`src/rtl/multicycle_seq_ctrl.sv`:
```
// Top-level sequencing FSM for the multi-cycle NPC core: fetch, execute, memory access, write-back.
// Owns the instruction register, the PC and the cycle / retired-instruction counters.
module multicycle_seq_ctrl #(
  parameter logic [31:0] RESET_PC = 32'h80000000,
  parameter int unsigned CNT_W    = 64
) (
  input  logic             clk,
  input  logic             rst,
  output logic             ifu_req_valid,
  input  logic             ifu_req_ready,
  output logic [31:0]      ifu_req_addr,
  input  logic             ifu_rsp_valid,
  input  logic [31:0]      ifu_rsp_inst,
  output logic [31:0]      inst,
  input  logic             dec_is_load,
  input  logic             dec_is_store,
  input  logic             dec_rd_wen,
  input  logic             dec_is_ebreak,
  input  logic [31:0]      next_pc,
  output logic             lsu_req_valid,
  input  logic             lsu_req_ready,
  output logic             lsu_req_wen,
  input  logic             lsu_rsp_valid,
  output logic [31:0]      pc,
  output logic             rf_wen,
  output logic             retire,
  output logic             halt,
  output logic             err,
  output logic [CNT_W-1:0] cycle_cnt,
  output logic [CNT_W-1:0] instret_cnt
);

  localparam logic [2:0] S_FETCH     = 3'd0;
  localparam logic [2:0] S_WAIT_INST = 3'd1;
  localparam logic [2:0] S_EXEC      = 3'd2;
  localparam logic [2:0] S_MEM_REQ   = 3'd3;
  localparam logic [2:0] S_MEM_WAIT  = 3'd4;
  localparam logic [2:0] S_WB        = 3'd5;
  localparam logic [2:0] S_HALT      = 3'd6;

  localparam logic [CNT_W-1:0] CNT_ONE = {{(CNT_W-1){1'b0}}, 1'b1};

  function automatic logic misaligned(input logic [31:0] addr);
    return addr[1:0] != 2'b00;
  endfunction

  logic [2:0] state;
  logic [2:0] state_nxt;
  // Low for the first cycle after reset so no request leaves in the cycle reset deasserts.
  logic       run;
  logic       pc_bad;

  assign pc_bad = misaligned(next_pc);

  // Next-state decode
  always_comb begin
    state_nxt = state;
    case (state)
      S_FETCH:     if (run && ifu_req_ready) state_nxt = S_WAIT_INST;
      S_WAIT_INST: if (ifu_rsp_valid)        state_nxt = S_EXEC;
      S_EXEC: begin
        if (dec_is_ebreak)                    state_nxt = S_HALT;
        else if (dec_is_load || dec_is_store) state_nxt = S_MEM_REQ;
        else                                  state_nxt = S_WB;
      end
      S_MEM_REQ:   if (lsu_req_ready)        state_nxt = S_MEM_WAIT;
      S_MEM_WAIT:  if (lsu_rsp_valid)        state_nxt = S_WB;
      S_WB:        state_nxt = pc_bad ? S_HALT : S_FETCH;
      S_HALT:      state_nxt = S_HALT;
      default:     state_nxt = S_HALT;
    endcase
  end

  // State, IR, PC and counters
  always_ff @(posedge clk or posedge rst) begin
    if (rst) begin
      state       <= S_FETCH;
      run         <= 1'b0;
      pc          <= RESET_PC;
      inst        <= 32'h0;
      cycle_cnt   <= '0;
      instret_cnt <= '0;
      err         <= 1'b0;
    end else begin
      run       <= 1'b1;
      state     <= state_nxt;
      cycle_cnt <= cycle_cnt + CNT_ONE;
      if (state == S_WAIT_INST && ifu_rsp_valid) begin
        inst <= ifu_rsp_inst;
      end
      if (state == S_WB) begin
        instret_cnt <= instret_cnt + CNT_ONE;
        if (pc_bad) begin
          err <= 1'b1;
        end else begin
          pc <= next_pc;
        end
      end
    end
  end

  // Outputs decoded from registered state only; decoder inputs depend on the IR alone.
  assign ifu_req_valid = run && (state == S_FETCH);
  assign ifu_req_addr  = pc;
  assign lsu_req_valid = (state == S_MEM_REQ);
  assign lsu_req_wen   = (state == S_MEM_REQ) && dec_is_store;
  assign retire        = (state == S_WB);
  assign rf_wen        = (state == S_WB) && dec_rd_wen && !dec_is_store;
  assign halt          = (state == S_HALT);

endmodule

```
`config.mk`:
```
export PLATFORM = sky130hd
export DESIGN_NAME = multicycle_seq_ctrl
export DESIGN_NICKNAME = d
export VERILOG_FILES = /design/src/rtl/multicycle_seq_ctrl.sv
export SDC_FILE = /design/constraint.sdc
export NUM_CORES = 1
export LEC_CHECK = 0
export ABC_AREA = 0
export BUFFER_PORTS_ARGS = -buffer_cell sky130_fd_sc_hd__clkbuf_2
export CORE_MARGIN = 3
export CORE_UTILIZATION = 30
export CTS_CLUSTER_DIAMETER = 30
export DETAILED_ROUTE_END_ITERATION = 10
export GPL_ROUTABILITY_DRIVEN = 0
export GPL_TIMING_DRIVEN = 0
export PLACE_DENSITY = 0.56
export SETUP_SLACK_MARGIN = 0.15
export SYNTH_ARGS = -nofsm -noshare
export SYNTH_HDL_FRONTEND = slang
export SYNTH_SLANG_ARGS = --single-unit
```
`constraint.sdc`:
```
create_clock -name clk -period 17.7 [get_ports clk]
set_clock_uncertainty 0.2 [all_clocks]
set_input_delay 4.425 -clock clk [delete_from_list [all_inputs] [get_ports clk]]
set_output_delay 4.425 -clock clk [all_outputs]
set_load 0.02 [all_outputs]
```
==> summary.txt <==
Placement
  • IO Port Bufs: between 300 and 400
  • Final HPWL DP: 18500 um
  • Total cell area at the placement stage: between 0.01 and 0.015 sq mm
  • Worst setup slack after placement: 8.106 ns

Setup path
  • Maximum fanout along the worst path: 4
  • Critical Path Source: dec_is_store
  • Capturing element type of the critical path: output pin
  • Worst Path Required: roughly 13 ns
  • Startpoint type of the worst setup path: input pin
  • Worst Path Arrival: 4.96 ns
  • Crit Path Class: in -> out
  • Startpoint of the most critical register-to-register path: instret_cnt[22]

Drt
  • Sum of routed wire length over all layers: about 24000 um
  • Remaining antenna violation count after routing: 0
  • Detailed router's first-iteration violation count: about 330
  • WL per Instance: ~16 um
  • Total iterations of the first detailed-routing run: 4
  • Via-to-Cell Ratio: about 4.6
  • DR vias: 7021
  • Count of unresolved DRC violations after routing: 0

Logic synthesis
  • Number of storage elements in the synthesis netlist: between 150 and 200
  • Synthesis Warnings: 0
  • Synth cell types: 46
  • Mapped Avg Cell Area: between 10 and 15 sq um
  • EDFF count, synth: 0
  • Synth area leader: sky130_fd_sc_hd__dfrtp_1
  • Async S/R FF share, synth: 100.0%
  • Top post-synthesis cells by area: sky130_fd_sc_hd__dfrtp_1, sky130_fd_sc_hd__mux2_2, sky130_fd_sc_hd__xor2_1
  • Share of the synthesized area in the top cell type: a little over half
  • Top_reg_cell synth: sky130_fd_sc_hd__dfrtp_1
  • Portion of the post-synthesis area used by sequential elements: between 50% and 60%
  • Cell Area, Synth: about 0.009 sq mm
  • Post-Synthesis Cells: 797
  • Mapped Nets: 873

Pwr
  • Power share of the combinational group: a little under a third
  • Share of total power in sequential cells: between 40% and 50%
  • Total power after layout: approximately 0.0014 W
  • Maximum resistive drop on vdd: around 0.000060 V
  • Switching power as a share of total power: roughly a third
  • Lkg Pwr: approximately 5.8 nW
  • Switching power of the nets: approximately 0.0005 W
  • Clock network fraction of total power: 27.5%
  • Pwr Density: 122.6 mW/mm^2
  • Internal Dissipation: around 0.00092 W

Layout
  • Util after Layout: between 30% and 40%
  • P&R area growth vs syn: 29.03%
  • Net total in the final layout: 1197
  • Count of fill cells added during filler insertion: slightly below 3000
  • Reg area: roughly 0.0049 sq mm
  • Area used by multi-input combinational logic: between 0.003 and 0.004 sq mm
  • Commonest non-fill, non-tap cell in the layout: sky130_fd_sc_hd__clkbuf_2
  • Total non-filler cell area in the finished layout: ~0.012 sq mm
  • Fraction of final layout cells with drive strength greater than 1: 39.77%
  • Total inserted antenna cells: 0
  • Most used cells in the layout excluding fill and tap cells: sky130_fd_sc_hd__clkbuf_2, sky130_fd_sc_hd__dfrtp_1, sky130_fd_sc_hd__xor2_1, sky130_fd_sc_hd__nand2_1, sky130_fd_sc_hd__mux2_2

Global routing
  • Number of global-route vias before repair: around 7000
  • Initial antenna violation count: 0
  • Maximum number of pins on one net before global-route repair: approximately 120
  • Overflow left after global routing: 0
  • First-pass GRT wire length: about 38000 um
  • GRT Total Usage: around 15%

Outcome
  • Outcome: completed

STA
  • Max-slew violation count: 0
  • Final cycle utilization of the critical path: approximately 54%
  • Final setup viols: 0
  • Unrepaired setup endpoints after global routing: false
  • Min cycle time layout: approximately 9.6 ns
  • Timing-limited maximum frequency: between 100 and 150 MHz
  • Worst setup margin: approximately 8 ns
  • Worst relative slew slack: between 30% and 40%
  • Aggregate negative setup slack: 0 ns
  • Number of endpoints with negative hold slack in the final report: 0
  • Slew at the pin closest to its max-slew limit: 1.026 ns

Floorplanning
  • Vertical extent of the die: roughly 180 um
  • Std-Cell Core Area: around 0.029 sq mm
  • Die width: ~180 um
  • Die Outline Area: 0.03215 sq mm
  • Starting density of the core: a little under a third
  • Number of placement rows: 62
  • I/O pins: 305

Worst hold path
  • Worst hold-check path type: reg -> reg
  • HP Start: cycle_cnt[63]

CTS
  • CTS HTree Levels: 4
  • Later-pin clock latency in the skew report: between 0.4 and 0.5 ns
  • CTS max path bufs: 2
  • Post-CTS Resized: 0
  • Total CTS buffers: 17
  • Clock-pin slew on the worst setup and hold paths: 0.08 ns
  • Quantity of hold-fixing buffers added after cts: 0
  • Sinks on the clock net: 197
  • CTS tree: done
  • Buffers inserted during post-CTS setup optimization: 0
  • Cell chosen for the clock root: sky130_fd_sc_hd__clkbuf_16

Run
  • Max-Cap Viols: 0
through the flow:
step / instances / hold slack, ns
finish: 1518 / 0.2802
floorplan: 797 / 0.3728
detailed placement: 1486 / 0.2675
CTS: 1518 / 0.2782
global route: 1518 / 0.3040
global placement: 1485 / 0.2595
area by class of cell:
class	instances	share of cell area [%]
plain buffers	49	2.755
clock buffers	18	3.777
clock inverters	14	1.205
inverters	23	0.8071
multi-input cells	528	31.59
flip-flops and latches	197	42.41
well taps	384	4.132
repair buffers	305	13.32
critical path: stages:
cell	delay (ns)
sky130_fd_sc_hd__clkbuf_2	0.13
sky130_fd_sc_hd__nor3b_1	0.19
sky130_fd_sc_hd__clkbuf_2	0.21
worst paths after layout:
path / to / slack [ns] / depth (start not counted)
setup / recovery: rf_wen / 8.12 / 3
hold / removal: cycle_cnt[63] / 0.28 / 1
setup reg to reg: instret_cnt[49] / 14.80 / 6
hold reg to reg: cycle_cnt[63] / 0.28 / 1
max in group asynchronous: instret_cnt[41] / 12.46 / 3
min in group asynchronous: inst[14] / 3.85 / 2
synth_stat cells, drive strengths merged (2+ instances only):
master	instances
dfrtp	196
xor2	70
mux2	62
nand2	62
nand3	55
xnor2	55
nor2	52
nand4	44
buf	42
nor3	42
nor4	30
inv	23
and4	9
and2	7
and3	7
clkbuf	7
o21ai	5
or2	4
and3b	2
ha	2
nand2b	2
nand4b	2
nor2b	2
o21bai	2
or3	2
power groups by stage:
stage	Sequential, W	Combinational, W	Clock (W)
final	0.000583	0.000450	0.000393
after global routing	0.000595	0.000487	0.000424
after CTS	0.000585	0.000458	0.000408
after detailed placement	0.000594	0.000457	0
after global placement	0.000589	0.000454	0
after floorplan	0.000677	0.000213	0
routing by layer:
| layer | vias up | routed length, um | global-route usage [%] |
|---|---|---|---|
| met5 | - | 0 | 0 |
| met1 | 3414 | 10640 | 19.86 |
| met3 | 28 | 1430 | 3.600 |
| li1 | 3389 | - | - |
| met2 | 190 | 11800 | 25.06 |
| met4 | 0 | 428 | 4.543 |
flip-flops by register name, summed over array words and instances, names as in the netlist:
name / count
inst: 32
err: 1
instret_cnt: 64
run: 1
ifu_req_addr: 32
cycle_cnt: 64
state: 3
cells by family (layout without fill, tap and decap cells):
kind of cell               Yosys count  count (layout)  synth area share (%)
buffers and inverters               72             409                 4.513
and+or+nand+nor                    327             327                 19.73
other                                1               1               0.04162
DFF                                197             197                 54.72
AOI/OAI and AO/OA                   10              10                0.7080
xor gates and xnor gates           125             125                 12.15
muxes                               63              63                 7.859
adders and majority gates            2               2                0.2777
Note: power is estimated with default switching activity, not from simulation.
